File: config.mk
export PLATFORM = sky130hd
export DESIGN_NAME = i2c_burst_sequencer
export DESIGN_NICKNAME = d
export VERILOG_FILES = /design/src/rtl/i2c_pkg.sv /design/src/rtl/i2c_byte_fifo.sv /design/src/rtl/i2c_burst_sequencer.sv
export SDC_FILE = /design/constraint.sdc
export NUM_CORES = 1
export LEC_CHECK = 0
export BUFFER_PORTS_ARGS = -buffer_cell sky130_fd_sc_hd__buf_4
export CAP_MARGIN = 20
export CORE_ASPECT_RATIO = 0.6
export CORE_MARGIN = 4
export CORE_UTILIZATION = 38
export CTS_CLUSTER_SIZE = 20
export DETAILED_ROUTE_END_ITERATION = 10
export PLACE_DENSITY = 0.64
export SLEW_MARGIN = 20
export SYNTH_ARGS = -nofsm -noshare
export SYNTH_HDL_FRONTEND = slang
export SYNTH_SLANG_ARGS = --single-unit
File: constraint.sdc
create_clock -name clk -period 2.5 [get_ports clk]
set_clock_uncertainty 0.2 [all_clocks]
set_input_delay 0 -clock clk [delete_from_list [all_inputs] [get_ports clk]]
set_output_delay 0 -clock clk [all_outputs]
set_load 0.01 [all_outputs]
File: src/rtl/i2c_pkg.sv
// Shared types and helpers for the I2C burst sequencer.
package i2c_pkg;

    typedef enum logic [2:0] {
        StIdle,
        StDevW,
        StReg,
        StDataW,
        StDevR,
        StDataR,
        StFin
    } seq_state_e;

    localparam logic I2C_DIR_W = 1'b0;
    localparam logic I2C_DIR_R = 1'b1;

    // Address byte as it appears on the wire: 7-bit address followed by R/W bit.
    function automatic logic [7:0] addr_byte(input logic [6:0] dev, input logic dir);
        return {dev, dir};
    endfunction

endpackage

File: src/rtl/i2c_byte_fifo.sv
// Synchronous byte FIFO with full/empty flags and a single-cycle flush.
// Push while full and pop while empty are ignored; rdata reads 0 when empty.
module i2c_byte_fifo #(
    parameter int unsigned DEPTH = 32
) (
    input  logic       clk,
    input  logic       rst,
    input  logic       flush,
    input  logic       push,
    input  logic [7:0] wdata,
    input  logic       pop,
    output logic [7:0] rdata,
    output logic       full,
    output logic       empty
);
    localparam int unsigned AW = $clog2(DEPTH);

    logic [7:0]  mem [DEPTH];
    logic [AW:0] wptr_q;
    logic [AW:0] rptr_q;
    logic        do_push;
    logic        do_pop;

    // Extra pointer MSB distinguishes full from empty when the indices match.
    always_comb begin
        empty   = (wptr_q == rptr_q);
        full    = (wptr_q[AW] != rptr_q[AW]) && (wptr_q[AW-1:0] == rptr_q[AW-1:0]);
        do_push = push && !full;
        do_pop  = pop && !empty;
        rdata   = empty ? 8'h00 : mem[rptr_q[AW-1:0]];
    end

    // Pointer update; flush discards all contents.
    always_ff @(posedge clk or posedge rst) begin
        if (rst) begin
            wptr_q <= '0;
            rptr_q <= '0;
        end else if (flush) begin
            wptr_q <= '0;
            rptr_q <= '0;
        end else begin
            if (do_push) wptr_q <= wptr_q + 1'b1;
            if (do_pop)  rptr_q <= rptr_q + 1'b1;
        end
    end

    // Storage write; contents need no reset since the pointers gate visibility.
    always_ff @(posedge clk) begin
        if (do_push && !flush) mem[wptr_q[AW-1:0]] <= wdata;
    end

endmodule

File: src/rtl/i2c_burst_sequencer.sv
// Command-level front end for the I2C byte engine: expands one host command into the
// ordered slot stream (addr+W, reg, data... or addr+W, reg, restart addr+R, read data).
// Optional feature macro: I2C_SEQ_TIMEOUT_EN enables the engine-response watchdog.
module i2c_burst_sequencer
    import i2c_pkg::*;
#(
    parameter int unsigned DEPTH    = 32,
    parameter int unsigned LEN_W    = 6,
    parameter int unsigned TOUT_CYC = 4096
) (
    input  logic             clk,
    input  logic             rst,
    input  logic             cmd_valid,
    output logic             cmd_ready,
    input  logic             cmd_rd,
    input  logic [6:0]       cmd_dev,
    input  logic [7:0]       cmd_reg,
    input  logic [LEN_W-1:0] cmd_len,
    input  logic             tx_wr,
    input  logic [7:0]       tx_wdata,
    output logic             tx_full,
    input  logic             rx_rd,
    output logic [7:0]       rx_rdata,
    output logic             rx_empty,
    output logic             eng_req,
    output logic [7:0]       eng_byte,
    output logic             eng_rd,
    output logic             eng_restart,
    output logic             eng_last,
    input  logic             eng_ack,
    input  logic             eng_nack,
    input  logic [7:0]       eng_rx_byte,
    output logic             busy,
    output logic             done,
    output logic             err
);
    localparam logic [LEN_W-1:0] LEN_MAX = LEN_W'(DEPTH);

    seq_state_e       state_q, state_d;
    logic [LEN_W-1:0] cnt_q, cnt_d;
    logic [6:0]       dev_q, dev_d;
    logic [7:0]       reg_q, reg_d;
    logic             rd_q, rd_d;
    logic             err_q, err_d;

    logic       tx_pop, tx_flush, tx_empty;
    logic [7:0] tx_head;
    logic       rx_push, rx_full;
    logic       slot_active, abort, ack, timeout;

    i2c_byte_fifo #(.DEPTH(DEPTH)) u_tx_fifo (
        .clk   (clk),
        .rst   (rst),
        .flush (tx_flush),
        .push  (tx_wr),
        .wdata (tx_wdata),
        .pop   (tx_pop),
        .rdata (tx_head),
        .full  (tx_full),
        .empty (tx_empty)
    );

    i2c_byte_fifo #(.DEPTH(DEPTH)) u_rx_fifo (
        .clk   (clk),
        .rst   (rst),
        .flush (1'b0),
        .push  (rx_push),
        .wdata (eng_rx_byte),
        .pop   (rx_rd),
        .rdata (rx_rdata),
        .full  (rx_full),
        .empty (rx_empty)
    );

`ifdef I2C_SEQ_TIMEOUT_EN
    localparam int unsigned TW = $clog2(TOUT_CYC + 1);
    logic [TW-1:0] tout_q;

    // Watchdog: counts consecutive cycles of an outstanding, unanswered request.
    always_ff @(posedge clk or posedge rst) begin
        if (rst)                                    tout_q <= '0;
        else if (eng_req && !eng_ack && !eng_nack)  tout_q <= tout_q + 1'b1;
        else                                        tout_q <= '0;
    end

    assign timeout = eng_req && !eng_ack && !eng_nack && (tout_q == TW'(TOUT_CYC - 1));
`else
    assign timeout = 1'b0;
`endif

    // Engine-facing outputs decoded from state only, so reset clears them asynchronously.
    always_comb begin
        eng_req     = 1'b0;
        eng_byte    = 8'h00;
        eng_rd      = 1'b0;
        eng_restart = 1'b0;
        eng_last    = 1'b0;
        unique case (state_q)
            StDevW: begin
                eng_req  = 1'b1;
                eng_byte = addr_byte(dev_q, I2C_DIR_W);
            end
            StReg: begin
                eng_req  = 1'b1;
                eng_byte = reg_q;
                eng_last = (cnt_q == '0);
            end
            StDevR: begin
                eng_req     = 1'b1;
                eng_byte    = addr_byte(dev_q, I2C_DIR_R);
                eng_restart = 1'b1;
            end
            StDataW: begin
                eng_req  = !tx_empty;
                eng_byte = tx_head;
                eng_last = (cnt_q == LEN_W'(1));
            end
            StDataR: begin
                eng_req  = !rx_full;
                eng_rd   = 1'b1;
                eng_last = (cnt_q == LEN_W'(1));
            end
            default: ;
        endcase
    end

    // Status outputs.
    always_comb begin
        cmd_ready = (state_q == StIdle);
        busy      = (state_q != StIdle);
        done      = (state_q == StFin);
        err       = err_q;
    end

    // Next-state logic; nack (or timeout) takes priority over ack in any slot state.
    always_comb begin
        state_d  = state_q;
        cnt_d    = cnt_q;
        dev_d    = dev_q;
        reg_d    = reg_q;
        rd_d     = rd_q;
        err_d    = err_q;
        tx_pop   = 1'b0;
        tx_flush = 1'b0;
        rx_push  = 1'b0;

        slot_active = (state_q == StDevW) || (state_q == StReg) || (state_q == StDevR) ||
                      (state_q == StDataW) || (state_q == StDataR);
        abort = slot_active && (eng_nack || timeout);
        ack   = eng_req && eng_ack && !eng_nack;

        case (state_q)
            StIdle: begin
                if (cmd_valid) begin
                    dev_d = cmd_dev;
                    reg_d = cmd_reg;
                    rd_d  = cmd_rd;
                    cnt_d = cmd_len;
                    err_d = 1'b0;
                    if (cmd_len > LEN_MAX) begin
                        err_d   = 1'b1;
                        state_d = StFin;
                    end else begin
                        state_d = StDevW;
                    end
                end
            end
            StFin: state_d = StIdle;
            default: begin
                if (abort) begin
                    state_d  = StFin;
                    err_d    = 1'b1;
                    tx_flush = 1'b1;
                end else if (ack) begin
                    case (state_q)
                        StDevW: state_d = StReg;
                        StReg: begin
                            if (cnt_q == '0) state_d = StFin;
                            else if (rd_q)   state_d = StDevR;
                            else             state_d = StDataW;
                        end
                        StDevR: state_d = StDataR;
                        StDataW: begin
                            tx_pop = 1'b1;
                            cnt_d  = cnt_q - 1'b1;
                            if (cnt_q == LEN_W'(1)) state_d = StFin;
                        end
                        StDataR: begin
                            rx_push = 1'b1;
                            cnt_d   = cnt_q - 1'b1;
                            if (cnt_q == LEN_W'(1)) state_d = StFin;
                        end
                        default: ;
                    endcase
                end
            end
        endcase
    end

    // State and command registers.
    always_ff @(posedge clk or posedge rst) begin
        if (rst) begin
            state_q <= StIdle;
            cnt_q   <= '0;
            dev_q   <= '0;
            reg_q   <= '0;
            rd_q    <= 1'b0;
            err_q   <= 1'b0;
        end else begin
            state_q <= state_d;
            cnt_q   <= cnt_d;
            dev_q   <= dev_d;
            reg_q   <= reg_d;
            rd_q    <= rd_d;
            err_q   <= err_d;
        end
    end

endmodule

---- Word-level counts from Yosys, hierarchy flattened ----
Memories as Yosys holds them, arrays and structs flattened.
Cells that the tools add are included.
word-level totals
  register bits ........................... 50
  bits in writable memories ............... 512
  input port bits ......................... 45
  logic and storage cells ................. 114
  memories ................................ 2
cells by class
  $add $sub $neg .......................... 5
  magnitude comparators ................... 1
  eq/ne operators ......................... 16
  muxes and demuxes ....................... 42
  bitwise operators ....................... 1
  reductions and logical operators ........ 37
memories
  memory         words  width  rd ports  clocked after memory_dff  write ports  RTL line             text
  u_rx_fifo.mem  32     8      1         0                         1            i2c_byte_fifo.sv:18  logic [7:0] mem [DEPTH];
  u_tx_fifo.mem  32     8      1         0                         1            i2c_byte_fifo.sv:18
operators with widths
  cell                 number
  $mux 6               8
  $pmux 8 s4           1
  $add 6x1->6 const B  4
  $mux 3               7
  $mux 1               18
  $mux 8               2
  $eq 6x6->1           2
  $pmux 3 s4           1
  $pmux 6 s2           1
  $eq 5x5->1           2
  $logic_and 1x1->1    10
  $reduce_bool 2->1    5
  $eq 3x3->1 const B   3
  $reduce_bool 7->1    1
  $eq 3x2->1 const B   2
  $eq 6x1->1 const B   1
  $gt 6x6->1 const B   1
  $logic_not 1->1      6
  $logic_not 6->1      1
  $pmux 3 s2           1
  $sub 6x1->6 const B  1
  $ne 5x1->1 const B   1
  $reduce_and 5->1     1
  $logic_or 1x1->1     4
  14 further kinds     18

---- Longest topological paths before layout ----
Gate-level depths: netlist (run 1).
  depth after elaboration ................. 12
  gate-level depth with buffers ........... 9

---- Hierarchy ----
From an unflattened synthesis (run 1), not the netlist that was laid out.
unflattened totals
  cells, all modules ...................... 1,413
  area total of the unflattened synthesis .. 23,759.0 um2
modules (own cells, without submodules)
  module                     times used  cells each  area each (um2)  seq. area each (um2)
  i2c_byte_fifo (u_tx_fifo)  1           613         10,999.3         7,987.7
  i2c_byte_fifo (u_rx_fifo)  1           612         10,998.0         7,987.7
  i2c_burst_sequencer        1           188         1,761.7          650.6

---- Worst setup path after synthesis (run 1) ----
Ideal clock, no wire load.
  kind .................................... register to register
  start point ............................. register state_q[2]
  end point ............................... memory u_rx_fifo.mem[0][0] (enable)
  setup time .............................. 0.370 ns
  arrival ................................. 2.079 ns
  slack ................................... -0.149 ns
  cell stages (with the launch flop) ...... 8
  cells stage by stage .................... dfrtp_1 > clkinv_1 > nor3_1 > and3_1 > and2_1 > clkbuf_1 > nand2_1 > nor2_1
between the ends
  elaborated cells between the ends (all ways) .. 24
  classes of those cells .................. eq/ne: 6; mux: 7; reduce/logical: 11
RTL lines
  what                          RTL line                    text
  from (decl)                   i2c_burst_sequencer.sv:39   seq_state_e state_q, state_d;
  from (signal assigned)        i2c_burst_sequencer.sv:203  state_q <= StIdle;
  from (signal assigned)        i2c_burst_sequencer.sv:210  state_q <= state_d;
  $eq 3x3->1                    -
  $mux 1                        -
  via eng_rd                    i2c_burst_sequencer.sv:27   output logic eng_rd,
  $mux 1                        i2c_burst_sequencer.sv:174  end else if (ack) begin
  $mux 1                        i2c_burst_sequencer.sv:170  if (abort) begin
  $mux 1                        i2c_burst_sequencer.sv:152  case (state_q)
  $logic_and 1x1->1             i2c_byte_fifo.sv:28         do_push = push && !full;
  $mux 1                        i2c_byte_fifo.sv:49         if (do_push && !flush) mem[wptr_q[AW-1:0]] <= wdata;
  $mux 1 (not written as such)  i2c_byte_fifo.sv:49
  to (decl)                     i2c_byte_fifo.sv:18
The timed path passes the listed nets, and every way through them passes these cells.

---- Worst setup path after layout (run 1) ----
  start point ............................. register u_tx_fifo.rptr_q[0]
  end point ............................... output eng_byte[3]
between the ends
  longest elaborated chain between the ends .. 3
  elaborated cells between the ends (all ways) .. 4
  classes of those cells .................. eq/ne: 1; mux: 2; memory: 1
RTL lines
  what                                        RTL line                   text
  from (decl)                                 i2c_byte_fifo.sv:20        logic [AW:0] rptr_q;
  from (signal assigned)                      i2c_byte_fifo.sv:43        if (do_pop) rptr_q <= rptr_q + 1'b1;
  $mem_v2 32x8 or $eq 6x6->1 (tied branches)  -
  $mux 8 (*)                                  i2c_byte_fifo.sv:30        rdata = empty ? 8'h00 : mem[rptr_q[AW-1:0]];
  $pmux 8 s4 (*)                              i2c_burst_sequencer.sv:98  unique case (state_q)
  to (decl)                                   i2c_burst_sequencer.sv:26  output logic [7:0] eng_byte,
Mark *: on every way between the ends. The rest lies on a longest branch, timed or not.

==> results.json, run 1 <==
{
  "status": "finished with violations",
  "violations": "negative setup slack",
  "place_congestion": 0.844,
  "fin_crit_sh_pct": 125,
  "synth_common_cells": "512 x edfxtp_1, 149 x mux4_2, 106 x nor2_1",
  "yosysSeqAreaShare_pct": 72.6,
  "cts_tree": "yes",
  "start_util_pct": 38.5,
  "r2r_start": "u_tx_fifo.rptr_q[0]",
  "final.min_clock_period_ns": 3.12,
  "drive_gt1_share_pct": 37.2,
  "crit_type": "flop to output pin",
  "layout.cells.non_filler": 2275,
  "vias": 12700,
  "cts_sinks": 562,
  "worst_pin_slew_ns": 0.676,
  "yosysTopAreaCellShare_pct": 67.2,
  "ios": 71,
  "peakVddDrop_v": 0.000567,
  "synthArstFlopShare_pct": 8.90,
  "fill_cells": 4837,
  "netlist_top_cells_area": "edfxtp_1 67%, mux4_2 15%, dfrtp_1 5.5%, nor2_1 1.7%, mux2_2 1.6%",
  "whs_endpoint": "cnt_q[1]",
  "drt_iter0_drc": 1503,
  "grt_max_degree": 57,
  "final_nets": 1506,
  "dpl.cell_count": 2075,
  "port-buffer-count": 70,
  "fin_util_pct": 47.9,
  "yosysTopAreaCell": "edfxtp_1",
  "yosys_warnings": 0,
  "worstSkewPairLatency_ns": 0.60,
  "drv_cap": 0,
  "syn_area_sq_um": 22900,
  "synth_edf_count": 512,
  "postRouteAntennaNets": 0,
  "clock_path_buffers": 3,
  "relSlewSlack_pct": 54.9,
  "hp-start": "cmd_len[1]",
  "hold_path_class": "input pin to flop",
  "synthFlopType": "edfxtp_1",
  "reg2reg_to": "u_tx_fifo.mem[13][7]",
  "setup_slack_ns": -0.617,
  "clkTransAtPathRegs_ns": 0.06,
  "vias_per_cell": 5.58,
  "grt_pass1_wl_um": 87900,
  "cp-start-kind": "flop",
  "powerDensity_nw_per_um2": 964,
  "dieArea_sq_um": 64400,
  "die_h_um": 198,
  "htree_levels": 2,
  "yosysUniqueCellTypes": 62,
  "drv_slew": 0,
  "setup_viol": 276,
  "drc": 0,
  "grt_antenna_before_repair": 4,
  "finalPower_mw": 27.4,
  "grtUsageTotal_pct": 18.7,
  "timing.setup.tns_ns": -30.25,
  "syn2layout_area_growth_pct": 24.3,
  "required_ns": 2.30,
  "power.leakage_nw": 9.37,
  "fp.coreArea_sq_um": 59400,
  "cts_inserted_buffers": 53,
  "num_rows": 69,
  "wl_per_cell_um": 26.2,
  "synthesis.nets": 1232,
  "dp_slack_ns": -0.0130,
  "postSynthCellCount": 1175,
  "finalHoldViolations": 0,
  "first_global_vias": 12500,
  "cts_root_buf": "clkbuf_16",
  "reg2reg_depth": 11,
  "cp_data_arrival_time_ns": 2.92,
  "fp.dieW_um": 325,
  "hold_depth": 4,
  "crit_fanout": 7,
  "detailed_place_hpwl_um": 39600,
  "rsz0062_at_grt": "true",
  "totalWireLength_um": 59600,
  "synth_area_per_cell_sq_um": 19.5,
  "fmax_mhz": 321,
  "end_kind": "output pin",
  "yosysMostFrequentCell": "edfxtp_1",
  "drtPass1Iterations": 5,
  "synth-seq-cells": 562,
  "rrSetupSlack_ns": -0.12,
  "overflow": 0
}
cells by family after synthesis:
kind of cell,share of synthesized area [%]
xor gates and xnor gates,1.11
DFF,72.6
AOI/OAI and AO/OA,2.37
muxes,17.0
buffers and inverters,1.73
and+or+nand+nor,4.53
adders and majority gates,0.656
how the worst max path moves through the flow:
stage	startpoint	end	slack [ns]	cells after the start
2_1_floorplan	u_tx_fifo.rptr_q[0]	u_tx_fifo.mem[15][0]	-0.003	8
6_report	u_tx_fifo.rptr_q[0]	eng_byte[3]	-0.62	7
4_1_cts	u_tx_fifo.rptr_q[0]	eng_byte[2]	-0.63	7
3_5_place_dp	u_rx_fifo.rptr_q[0]	rx_rdata[3]	-0.01	7
3_3_place_gp	u_rx_fifo.rptr_q[0]	rx_rdata[2]	-0.01	7
5_1_grt	u_rx_fifo.rptr_q[0]	rx_rdata[1]	-0.71	7
cell type report:
class / count / area (sq um) / share of cell area (%)
Multi-Input combinational cell: 535 / 6210 / 21.8
Sequential cell: 562 / 16600 / 58.5
Inverter: 13 / 48.8 / 0.172
Tap cell: 781 / 977 / 3.43
Clock inverter: 34 / 292 / 1.02
Timing Repair Buffer: 284 / 2870 / 10.1
Antenna cell: 1 / 2.50 / 0.00880
Clock buffer: 65 / 1410 / 4.97
per-stage QoR:
step	hold WS (ns)	cell area, sq um
finish	0.119	28400
global route	0.105	28400
CTS	0.0687	28400
detailed placement	-0.0505	25300
global placement	-0.0582	25300
floorplan	-0.101	23100
cells in the final DEF, fill, tap and decap left out, types with 11 or more instances in the layout:
cell type      netlist  layout
nand2_1             30      27
clkinv_2             0      16
mux4_2             149     151
buf_12               0      19
o21ai_0             11      11
clkbuf_16            0      54
a21oi_1             17      17
nor3_1              12      11
dfrtp_1             50      46
xor2_1              18      17
inv_1               12      11
nor2_4               0      30
edfxtp_1           512     512
xnor2_1             11      11
mux2_2              32      32
nand3_1             19      15
buf_4                3     134
nor2_1             106      47
nor2_2               0      29
ha_1                12      12
buf_6                8      38
dlygate4sd3_1        0      81
sequential cells by signal, indices dropped and copies added (netlist names):
name              flops
u_rx_fifo.rptr_q      6
cnt_q                 6
err                   1
dev_q                 7
rd_q                  1
u_tx_fifo.mem       256
u_tx_fifo.rptr_q      6
u_rx_fifo.mem       256
state_q               3
reg_q                 8
u_rx_fifo.wptr_q      6
u_tx_fifo.wptr_q      6
worst max-delay path, cell delays in order (launching register included):
cell,delay (ns)
dfrtp_4,0.50
buf_6,0.18
mux4_2,0.56
mux4_2,0.54
nand2b_1,0.17
o221ai_1,0.08
o21ai_1,0.10
buf_4,0.17
report_power, final:
group          internal, mW  switching [mW]  total, mW
Sequential             10.7           0.385       11.1
Clock                  4.45            3.50       7.95
Combinational          4.12            4.28       8.40
Total                  19.3            8.17       27.4
per-layer routing:
| metal | vias up | track usage, % | part of all wire, % |
|---|---|---|---|
| met1 | 6723 | 29.5 | 47 |
| met3 | 53 | 8.11 | 12 |
| met5 | - | 0 | 0 |
| li1 | 5338 | - | - |
| met4 | 0 | 3.58 | 1.2 |
| met2 | 579 | 23.6 | 39 |
what timing repair did:
item | in CTS | in global routing
buffers inserted | 13 | 3
cloned | 5 | 0
setup endpoints to repair | 34 | 486
pin swaps | 1 | 0
hold buffers | 81 | 0
resized for setup | 91 | 21
hold endpoints to repair | 608 | 0
Note: power is estimated with default switching activity, not from simulation.
==> inputs of run 2 (changes only) <==
--- a/config.mk
+++ b/config.mk
@@ -12,7 +12,7 @@
 export CORE_UTILIZATION = 38
 export CTS_CLUSTER_SIZE = 20
 export DETAILED_ROUTE_END_ITERATION = 10
-export PLACE_DENSITY = 0.64
+export PLACE_DENSITY = 0.61
 export SLEW_MARGIN = 20
 export SYNTH_ARGS = -nofsm -noshare
 export SYNTH_HDL_FRONTEND = slang
==> results.json, run 2 (same netlist as run 1, synthesis figures left out) <==
{
  "setup_slack_ns": -0.613,
  "crit_buf_inv": 3,
  "p_comb_share_pct": 28.6,
  "worstSkewPairLatency_ns": 0.60,
  "overflow": 0,
  "p_sw_share_pct": 29.1,
  "num_rows": 69,
  "cts_inserted_buffers": 53,
  "grt_pass1_wl_um": 85000,
  "drv_slew": 0,
  "critPathSlowestCell": "mux4_2",
  "cp_slowest_stage_delay_ns": 0.56,
  "pwr-share-clk_pct": 31.3,
  "cts_root_buf": "clkbuf_16",
  "ios": 71,
  "syn2layout_area_growth_pct": 23.7,
  "grtUsageTotal_pct": 17.9,
  "rsz0062_at_grt": "true",
  "cts_tree": "yes",
  "drv_cap": 0,
  "powerDensity_nw_per_um2": 971,
  "first_global_vias": 12400,
  "path_cells": "buf_12, buf_12, mux4_2, mux4_2, mux2i_1, nor2_1, buf_4",
  "power.leakage_nw": 9.37,
  "port-buffer-count": 70,
  "crit_fanout": 6,
  "clkTransAtPathRegs_ns": 0.07,
  "drt_iter0_drc": 1088,
  "end_kind": "output pin",
  "relSlewSlack_pct": 45.5,
  "power.switching_mw": 8.00,
  "postRouteAntennaNets": 0,
  "drive_gt1_share_pct": 37.4,
  "drc": 0,
  "worst_pin_slew_ns": 0.812,
  "cp_data_arrival_time_ns": 2.91,
  "crit_type": "flop to output pin",
  "final.min_clock_period_ns": 3.11,
  "fp.coreArea_sq_um": 59400,
  "pwr-share-seq_pct": 40.1,
  "required_ns": 2.30,
  "grt_antenna_before_repair": 1,
  "finalHoldViolations": 0,
  "layout_common_cells": "512 x edfxtp_1, 157 x buf_4, 149 x mux4_2, 71 x nor2_1, 61 x dlygate4sd3_1",
  "fin_crit_sh_pct": 125,
  "setup_viol": 16,
  "status": "finished with violations",
  "cp-start-kind": "flop",
  "clock_path_buffers": 3,
  "fmax_mhz": 321,
  "peakVddDrop_v": 0.000605,
  "vias_per_cell": 5.50,
  "hold_path_class": "input pin to flop",
  "critPathTopFamily": "multiplexers",
  "grt_max_degree": 51,
  "diodes": 0,
  "fp.dieW_um": 325,
  "place_congestion": 0.836,
  "finalPower_mw": 27.5,
  "die_h_um": 198,
  "htree_levels": 2,
  "final_common_cell": "edfxtp_1",
  "holdWs_ns": 0.0350,
  "dieArea_sq_um": 64400,
  "detailed_place_hpwl_um": 37000,
  "power.internal_mw": 19.5,
  "cts_sinks": 562,
  "drtPass1Iterations": 5,
  "final_nets": 1486,
  "wl_per_cell_um": 25.4,
  "totalWireLength_um": 57300,
  "violations": "negative setup slack",
  "vias": 12400,
  "start_util_pct": 38.5
}
## run 2: cell count changes in the layout (fill, tap and decap cells not counted), sizes merged
| cell | change |
|---|---|
| clkinv | -6 |
| dlygate4sd3 | -20 |
| diode | -1 |
| bufinv | +4 |
| clkbuf | -3 |
| buf | -1 |
| clkinvlp | +4 |
| inv | +1 |
## run 2: metal layers
metal,GRT usage (%),routed length [um],up-vias
met5,0,0,-
met4,3.89,1080,0
met3,5.44,4910,77
met2,24.4,23800,450
met1,28.0,27500,6583
li1,-,-,5286
## run 2: timing repair
item / CTS / global route
pin swaps: 3 / 20
gates resized for setup: 34 / 41
cloned: 0 / 1
endpoints found under the hold margin: 609 / 0
hold buffers: 61 / 0
setup buffers: 2 / 9
endpoints found under the setup margin: 34 / 417
## run 2: layout make-up
cell class / count / area (sq um)
sequential: 562 / 16600
tap: 781 / 977
timing repair buffer: 264 / 2570
inverter: 13 / 48.8
fill: 4890 / 31100
multi-input combinational: 535 / 6210
clock inverter: 37 / 454
clock buffer: 61 / 1430
## run 2: per-stage QoR
| step | cells | TNS [ns] | setup slack [ns] | area, sq um | utilization, % |
|---|---|---|---|---|---|
| floorplan | 1175 | -0.106 | -0.00265 | 23100 | - |
| global placement | 2082 | -0.121 | -0.0242 | 25300 | 42.7 |
| detailed placement | 2082 | -0.590 | -0.0665 | 25300 | 42.7 |
| CTS | 2243 | -9.54 | -0.632 | 28000 | 47.2 |
| global route | 2253 | -10.78 | -0.694 | 28300 | 47.7 |
| finish | 2253 | -9.43 | -0.613 | 28300 | 47.7 |
## run 2: final timing paths
path / end / cells after the start / slack [ns] / from
max: rx_rdata[3] / 7 / -0.61 / u_rx_fifo.rptr_q[0]
min: reg_q[0] / 3 / 0.03 / cmd_reg[0]
max reg2reg: u_rx_fifo.mem[28][1] / 8 / 0.09 / u_rx_fifo.rptr_q[0]
min reg2reg: u_rx_fifo.wptr_q[5] / 1 / 0.29 / u_rx_fifo.wptr_q[5]
max in group asynchronous: u_rx_fifo.rptr_q[0] / 5 / 1.39 / rst
min in group asynchronous: u_tx_fifo.rptr_q[0] / 5 / 0.41 / rst
## run 2: power groups by stage
stage	logic, mW	clock network, mW	registers (mW)
2_1_floorplan	4.44	0	11.1
3_3_place_gp	7.26	0	11.2
3_5_place_dp	7.32	0	11.2
4_1_cts	7.62	8.81	11.0
5_1_grt	8.42	9.21	11.1
6_report	7.86	8.62	11.0
## run 2: worst reg2reg max path, stage by stage, from the launching register on
cell     delay, ns
dfrtp_4       0.55
xnor2_1       0.16
and3_1        0.19
nand3_1       0.09
buf_4         0.13
and2_2        0.22
nand2_2       0.10
buf_12        0.17
nor2_4        0.26
